**src/rtl/vga_timing_ctrl.sv**
```systemverilog
// vga_timing_ctrl
// Raster timing generator for the VGA display path. A horizontal and a
// vertical counter advance on the pixel tick pix_en; sync pulses, the
// active-area strobe and a frame-start pulse are decoded from the counter
// values about to be loaded. Those outputs therefore line up with x/y in the
// same cycle.
//
// Ports
//   clk         system clock
//   rst_n       asynchronous reset, active-low
//   pix_en      pixel tick; counters advance only on clk edges with pix_en=1
//   hsync       horizontal sync, registered, active level SYNC_POL
//   vsync       vertical sync, registered, active level SYNC_POL
//   read_pixel  1 inside the visible area; selects pixel data vs. black
//   x           horizontal counter (pixel within line)
//   y           vertical counter (line within frame)
//   frame_start one-clk pulse when the counters become (0,0)
module vga_timing_ctrl #(
  parameter int H_ACTIVE = 640,
  parameter int H_FP     = 16,
  parameter int H_SYNC   = 96,
  parameter int H_BP     = 48,
  parameter int V_ACTIVE = 480,
  parameter int V_FP     = 10,
  parameter int V_SYNC   = 2,
  parameter int V_BP     = 33,
  parameter int SYNC_POL = 0,
  parameter int CNT_W    = 10
) (
  input  logic             clk,
  input  logic             rst_n,
  input  logic             pix_en,
  output logic             hsync,
  output logic             vsync,
  output logic             read_pixel,
  output logic [CNT_W-1:0] x,
  output logic [CNT_W-1:0] y,
  output logic             frame_start
);

  localparam int H_TOTAL = H_ACTIVE + H_FP + H_SYNC + H_BP;
  localparam int V_TOTAL = V_ACTIVE + V_FP + V_SYNC + V_BP;

  // Region boundaries, all unsigned at CNT_W bits.
  localparam logic [CNT_W-1:0] H_FRONT_START = CNT_W'(H_ACTIVE);
  localparam logic [CNT_W-1:0] H_SYNC_START  = CNT_W'(H_ACTIVE + H_FP);
  localparam logic [CNT_W-1:0] H_BACK_START  = CNT_W'(H_ACTIVE + H_FP + H_SYNC);
  localparam logic [CNT_W-1:0] H_LAST        = CNT_W'(H_TOTAL - 1);
  localparam logic [CNT_W-1:0] V_FRONT_START = CNT_W'(V_ACTIVE);
  localparam logic [CNT_W-1:0] V_SYNC_START  = CNT_W'(V_ACTIVE + V_FP);
  localparam logic [CNT_W-1:0] V_BACK_START  = CNT_W'(V_ACTIVE + V_FP + V_SYNC);
  localparam logic [CNT_W-1:0] V_LAST        = CNT_W'(V_TOTAL - 1);

  localparam logic SYNC_ON  = (SYNC_POL != 0);
  localparam logic SYNC_OFF = ~SYNC_ON;

  // Each axis walks ACTIVE -> FRONT -> SYNC -> BACK -> ACTIVE as its counter
  // advances; the region is a pure function of the counter value.
  typedef enum logic [1:0] {
    ACTIVE = 2'd0,
    FRONT  = 2'd1,
    SYNC   = 2'd2,
    BACK   = 2'd3
  } region_t;

  function automatic region_t h_region(input logic [CNT_W-1:0] c);
    region_t r;
    if (c < H_FRONT_START)     r = ACTIVE;
    else if (c < H_SYNC_START) r = FRONT;
    else if (c < H_BACK_START) r = SYNC;
    else                       r = BACK;
    return r;
  endfunction

  function automatic region_t v_region(input logic [CNT_W-1:0] c);
    region_t r;
    if (c < V_FRONT_START)     r = ACTIVE;
    else if (c < V_SYNC_START) r = FRONT;
    else if (c < V_BACK_START) r = SYNC;
    else                       r = BACK;
    return r;
  endfunction

  logic [CNT_W-1:0] h_cnt;
  logic [CNT_W-1:0] v_cnt;
  logic [CNT_W-1:0] h_nxt;
  logic [CNT_W-1:0] v_nxt;
  logic             h_wrap;
  region_t          h_reg_nxt;
  region_t          v_reg_nxt;

  // Next counter values; the vertical counter only moves on a line wrap.
  always_comb begin
    h_wrap = (h_cnt == H_LAST);
    h_nxt  = h_wrap ? '0 : h_cnt + 1'b1;
    v_nxt  = v_cnt;
    if (h_wrap) begin
      v_nxt = (v_cnt == V_LAST) ? '0 : v_cnt + 1'b1;
    end
    h_reg_nxt = h_region(h_nxt);
    v_reg_nxt = v_region(v_nxt);
  end

  // Counter/output register stage: outputs are decoded from the values being
  // loaded so they stay aligned with x/y. Reset parks the raster on the last
  // back-porch pixel so the first tick lands on (0,0) with frame_start.
  always_ff @(posedge clk or negedge rst_n) begin
    if (!rst_n) begin
      h_cnt       <= H_LAST;
      v_cnt       <= V_LAST;
      hsync       <= SYNC_OFF;
      vsync       <= SYNC_OFF;
      read_pixel  <= 1'b0;
      frame_start <= 1'b0;
    end else if (pix_en) begin
      h_cnt       <= h_nxt;
      v_cnt       <= v_nxt;
      hsync       <= (h_reg_nxt == SYNC) ? SYNC_ON : SYNC_OFF;
      vsync       <= (v_reg_nxt == SYNC) ? SYNC_ON : SYNC_OFF;
      read_pixel  <= (h_reg_nxt == ACTIVE) && (v_reg_nxt == ACTIVE);
      frame_start <= (h_nxt == '0) && (v_nxt == '0);
    end else begin
      // Level outputs hold between ticks; the frame pulse is one clk wide.
      frame_start <= 1'b0;
    end
  end

  assign x = h_cnt;
  assign y = v_cnt;

endmodule
```
**config.mk**
```make
export PLATFORM = sky130hd
export DESIGN_NAME = vga_timing_ctrl
export DESIGN_NICKNAME = d
export VERILOG_FILES = /design/src/rtl/vga_timing_ctrl.sv
export SDC_FILE = /design/constraint.sdc
export NUM_CORES = 1
export LEC_CHECK = 0
export BUFFER_PORTS_ARGS = -buffer_cell sky130_fd_sc_hd__buf_2
export CORE_ASPECT_RATIO = 0.9
export CORE_UTILIZATION = 50
export DETAILED_ROUTE_END_ITERATION = 7
export PLACE_DENSITY_LB_ADDON = 0.05
export SETUP_SLACK_MARGIN = 0.5
export SLEW_MARGIN = 40
export SYNTH_ARGS = -nofsm -noshare
export SYNTH_HDL_FRONTEND = slang
export SYNTH_SLANG_ARGS = --single-unit
```
**constraint.sdc**
```tcl
create_clock -name clk -period 2.79 [get_ports clk]
set_clock_uncertainty 0.15 [all_clocks]
set_input_delay 0.4185 -clock clk [delete_from_list [all_inputs] [get_ports clk]]
set_output_delay 0.4185 -clock clk [all_outputs]
set_load 0.02 [all_outputs]
```
==> flow_summary_export.csv, run 1 <==
group,metric,value,unit
outcome,status,"finished, final reports clean",
route,wl_per_cell,16.51,um
sta,period_needed,2408,ps
sta,max_freq,415.3,MHz
finish,syn2layout_area_growth,28.97,%
finish,fillers,265,
synth,syn_nets,204,
cts,clock_latency,270,ps
sta,tightest_slew,552.6,ps
route,first_pass_iters,4,
global_route,gr-usage-all-layers,0.2507,
placement,place_congestion,0.8614,
route,drtAntennaViolNets,0,
pwr,power_density,728.1,nW/um2
cts,clockBufferDepth,2,
floorplanning,die_area,3597,um2
cts,clockRootBuffer,"clkbuf_8",
floorplanning,initial_core_util,0.5355,
sta,relSlewSlack,0.6316,
critical_path,crit_fanout,5,
floorplanning,io_pins,27,
cts,cts_buffers,3,
critical_path,worstSetupPathType,"flip-flop to flip-flop",
global_route,grt_overflow,0,
cts,cts_tree,"built",
synth,synthFlopType,"dfstp_2",
route,finalWirelength,4640,um
sta,setup_ws,381.9,ps
placement,io_buffer_count,26,
pwr,p_leak,0.8919,nW
critical_path,critPathArrivalTime,2470,ps
cts,clkSlewWorstSetupHoldPaths,90,ps
global_route,grt_pass1_wl,7038,um
synth,synthCells,197,
sta,setup_viol,0,
synth,async_flop_share,1.000,
global_route,grt_pass1_vias,1497,
sta,finalHoldViolCount,0,
synth,synth-edff-count,0,
critical_path,cp_cell_sequence,"ha_4 > nand4_4 > or4_4 > nor3_1 > o221ai_2 > o32a_1",
sta,setup_tns,0,ps
route,vias_per_cell,6.185,
placement,hpwl,2820,um
finish,final_net_count,247,
sta,rsz0062_at_grt,"true",
global_route,grt_max_degree,25,
synth,synth_area,1680,um2
synth,avgSynthCellArea,8.530,um2
critical_path,crit_slowest_cell,"dfstp_2",
critical_path,crit_path_max_incr_delay,570,ps
synth,yosysTopAreaCellShare,0.1876,
cts,h-tree-depth,1,
synth,ys_seq_area_frac,0.3663,
floorplanning,rows,19,
finish,regArea,616.8,um2
cts,cts_sinks,24,
synth,synth_warnings,0,
finish,multi_input_area,1062,um2
route,drtIter0Drc,135,
flow_run,drv_cap,0,
floorplanning,coreArea,3138,um2
pwr,finalPower,1.578,mW
min_path,min_path_type,"flip-flop to flip-flop",
sta,slew_violations,0,
finish,antenna_cells,0,
synth,ys_types,51,
placement,dpl_worst_slack,320.6,ps
synth,synthTopCellsByArea,"dfstp_2, dfrtp_1, o21ai_0",
floorplanning,die_y,57.00,um
finish,layout-drive-gt1-share,0.4184,
finish,final_common_cell,"buf_2",
pwr,ir_drop,0.0005613,V
critical_path,crit_path_start_kind,"flip-flop",
route,vias,1738,
global_route,antenna_found_initial,0,
route,route.detailed.drc,0,
synth,yosys.area.top_type,"dfstp_2",
sta,finalCritPeriodShare,0.8631,
critical_path,worst_setup_path_end_kind,"flip-flop",
critical_path,critPathRequiredTime,2850,ps
finish,final_cell_mix,"buf_2, buf_4, nand2_1",
synth,yosys_register_bits,24,
floorplanning,chipWidth,63.11,um
-- synthesized netlist by cell type, types with 2 or more instances --
cell      count
clkbuf_1     12
nor3_1        7
buf_2         2
nand3_1       8
o21ai_2       2
o31ai_1       4
a21oi_1      12
ha_1          4
nor2_1       18
inv_1         5
nand4_1       7
o21ai_0      17
dfstp_2      12
xor2_1        3
o21a_1        2
and3_1        3
or2_2         3
nand2b_1      2
a31oi_1       4
xnor2_1       9
nand2_1      20
dfrtp_1      12
-- final cells by class --
| type | instances | area share |
|---|---|---|
| clock buffer | 4 | 0.02540 |
| inverter | 5 | 0.008661 |
| timing repair buffer | 54 | 0.1669 |
| tap | 42 | 0.02425 |
| multi-input combinational | 152 | 0.4902 |
| sequential | 24 | 0.2846 |
-- worst max-delay path, delay by kind of cell, from the launching register on --
kind	cells	cell delay, ps
simple gates	3	930
fa+ha+maj	1	150
flops	1	570
compound gates	2	540
-- stage by stage --
| stage | std cells | util | instance area [um2] | hold slack (ps) |
|---|---|---|---|---|
| after floorplan | 197 | - | 1703 | -27.09 |
| after global placement | 250 | 0.5754 | 1805 | 278.3 |
| after detailed placement | 250 | 0.5754 | 1805 | 289.6 |
| after CTS | 270 | 0.6411 | 2012 | 360.5 |
| after global routing | 281 | 0.6906 | 2167 | 380.9 |
| final | 281 | 0.6906 | 2167 | 364.9 |
-- per-layer routing --
layer / GRT usage / wire (um) / vias up
met3: 0.04400 / 332 / 8
met1: 0.3560 / 2102 / 839
met5: 0 / 0 / -
met4: 0.05648 / 52 / 0
li1: - / - / 800
met2: 0.4009 / 2152 / 91
-- registers in the layout, summed over array words and instances (netlist names) --
name	flops
frame_start	1
hsync	1
read_pixel	1
vsync	1
x	10
y	10
-- report_power, final --
part	switching [mW]	internal [mW]
registers	0.129	0.454
logic	0.417	0.336
clock network	0.115	0.126
total	0.661	0.916
-- timing repair --
| item | CTS | global route |
|---|---|---|
| gates cloned | 1 | 0 |
| setup endpoints to repair | 10 | 15 |
| hold buffers | 1 | 0 |
| pin swaps | 9 | 18 |
| resized for setup | 8 | 21 |
| endpoints found under the hold margin | 12 | 0 |
| setup buffers | 14 | 11 |
-- kinds of logic (layout without fill, tap and decap cells) --
| logic type | after synthesis | after routing | share of synthesized area |
|---|---|---|---|
| compound gates | 54 | 54 | 0.2100 |
| buf+inv | 22 | 63 | 0.06180 |
| xor+xnor | 12 | 12 | 0.06255 |
| mux | 2 | 2 | 0.01266 |
| simple gates | 79 | 80 | 0.2569 |
| flops | 24 | 24 | 0.3663 |
| fa+ha+maj | 4 | 4 | 0.02979 |
-- path summary, 6_finish.rpt --
path | startpoint | end | slack (ps) | cells past startpoint
max | x[1] | vsync | 380 | 6
min | read_pixel | read_pixel | 360 | 2
max reg2reg | x[1] | vsync | 380 | 6
min reg2reg | read_pixel | read_pixel | 360 | 2
max in group asynchronous | rst_n | x[7] | 1590 | 2
min in group asynchronous | rst_n | y[5] | 510 | 2
No activity file was read; power rests on OpenSTA's default activity.
==> run 2, diff against run 1 <==
--- a/config.mk
+++ b/config.mk
@@ -7,10 +7,11 @@
 export LEC_CHECK = 0
 export BUFFER_PORTS_ARGS = -buffer_cell sky130_fd_sc_hd__buf_2
 export CORE_ASPECT_RATIO = 0.9
-export CORE_UTILIZATION = 50
+export CORE_UTILIZATION = 25
 export DETAILED_ROUTE_END_ITERATION = 7
 export PLACE_DENSITY_LB_ADDON = 0.05
 export SETUP_SLACK_MARGIN = 0.5
+export SKIP_CTS_REPAIR_TIMING = 1
 export SLEW_MARGIN = 40
 export SYNTH_ARGS = -nofsm -noshare
 export SYNTH_HDL_FRONTEND = slang
==> flow_summary_export.csv, run 2 (same netlist as run 1, synthesis figures left out) <==
group,metric,value,unit
flow_run,drv_cap,0,
critical_path,crit_path_start_kind,"flip-flop",
cts,clkSlewWorstSetupHoldPaths,90,ps
cts,clockBufferDepth,2,
placement,hpwl,3349,um
critical_path,r2r-start,"x[0]",
route,route.detailed.drc,0,
sta,setup_viol,0,
floorplanning,initial_core_util,0.2660,
floorplanning,rows,27,
placement,io_buffer_count,26,
sta,finalHoldViolCount,12,
floorplanning,die_y,79.78,um
critical_path,cp.depth,8,
floorplanning,chipWidth,88.42,um
cts,clockRootBuffer,"clkbuf_8",
critical_path,crit_slowest_cell,"dfstp_2",
outcome,status,"finished with violations",
sta,period_needed,2426,ps
critical_path,worst_setup_path_end_kind,"flip-flop",
critical_path,reg2regPathDepth,8,
global_route,grt_overflow,0,
critical_path,r2r_slack,360,ps
cts,cts_buffers,3,
pwr,ir_drop,0.0003059,V
cts,cts_sinks,24,
sta,setup_ws,363.9,ps
route,drtAntennaViolNets,0,
critical_path,cp_cell_sequence,"ha_4 > nand4_4 > or4_4 > buf_4 > o41ai_4 > a21oi_2 > o21ai_2 > o32a_1",
critical_path,critPathRequiredTime,2860,ps
cts,h-tree-depth,1,
sta,relSlewSlack,0.6119,
floorplanning,io_pins,27,
global_route,grt_pass1_vias,1407,
critical_path,worstSetupPathType,"flip-flop to flip-flop",
min_path,min_path_type,"input pin to asynchronous set/reset pin",
pwr,power_density,692.8,nW/um2
floorplanning,die_area,7054,um2
finish,syn2layout_area_growth,24.42,%
placement,place_congestion,0.7921,
critical_path,cp_top_family,"simple AND/OR/NAND/NOR gates",
route,first_pass_iters,4,
critical_path,crit_fanout,8,
finish,final_cell_area,2091,um2
sta,rsz0062_at_grt,"true",
finish,layout-drive-gt1-share,0.3656,
cts,clock_latency,270,ps
global_route,antenna_found_initial,0,
placement,place_area,1884,um2
outcome,failed_checks,"negative hold slack",
finish,final_net_count,235,
finish,final_cell_mix,"buf_2, nand2_1, nor2_1",
sta,setup_tns,0,ps
global_route,grt_pass1_wl,7479,um
route,vias_per_cell,5.067,
cts,cts_tree,"built",
sta,tightest_slew,582.2,ps
placement,dpl_worst_slack,259.1,ps
floorplanning,coreArea,6317,um2
critical_path,crit_path_max_incr_delay,600,ps
critical_path,critPathArrivalTime,2490,ps
route,vias,1591,
finish,final_common_cell,"buf_2",
route,wl_per_cell,15.12,um
finish,antenna_cells,0,
route,drtIter0Drc,114,
critical_path,startpoint,"x[0]",
route,finalWirelength,4749,um
sta,hold_slack,-16.32,ps
sta,slew_violations,0,
critical_path,path_buf_inv,1,
sta,finalCritPeriodShare,0.8696,
global_route,grt_max_degree,25,
pwr,p_leak,0.8217,nW
global_route,gr-usage-all-layers,0.1384,
sta,max_freq,412.2,MHz
## run 2: cell count changes in the layout (fill, tap and decap cells not counted), sizes merged
cell         delta
buf            -11
dlygate4sd3     -1
## run 2: final timing paths
path,endpoint
min,y[5]
max in group asynchronous,x[5]
min reg2reg,read_pixel
min in group clk,read_pixel
max,vsync
max reg2reg,vsync
## run 2: stage by stage
step	total power [mW]	util	cells
2_1_floorplan	1.008	-	197
3_3_place_gp	1.167	0.2983	298
3_5_place_dp	1.161	0.2983	298
4_1_cts	1.394	0.3054	302
5_1_grt	1.554	0.3310	314
6_report	1.448	0.3310	314
## run 2: layer usage
metal	track usage	up-vias	share of wire
met4	0.01452	0	0.0034
met5	0	-	0
met1	0.2092	770	0.52
li1	-	777	-
met3	0.02999	2	0.049
met2	0.2054	42	0.42
## run 2: cell type report
type                            instances  area (um2)
Fill cell                             687        4227
Multi-Input combinational cell        152        1045
Sequential cell                        24       615.6
Timing Repair Buffer                   42       257.7
Tap cell                               87       108.9
Clock buffer                            4       45.04
Inverter                                5       18.77
## run 2: power breakdown
group | leakage, nW | switching [mW] | internal (mW) | total, mW
registers | 0.287 | 0.148 | 0.455 | 0.604
clock network | 0.0228 | 0.120 | 0.102 | 0.222
logic | 0.512 | 0.361 | 0.261 | 0.623
total | 0.822 | 0.629 | 0.819 | 1.45
## run 2: worst register-to-register path, cell delays in order, from the launching register on
cell     delay, ps
dfstp_2        600
ha_4           180
nand4_4        150
or4_4          490
buf_4          180
o41ai_4        290
a21oi_2         90
o21ai_2         90
o32a_1         160
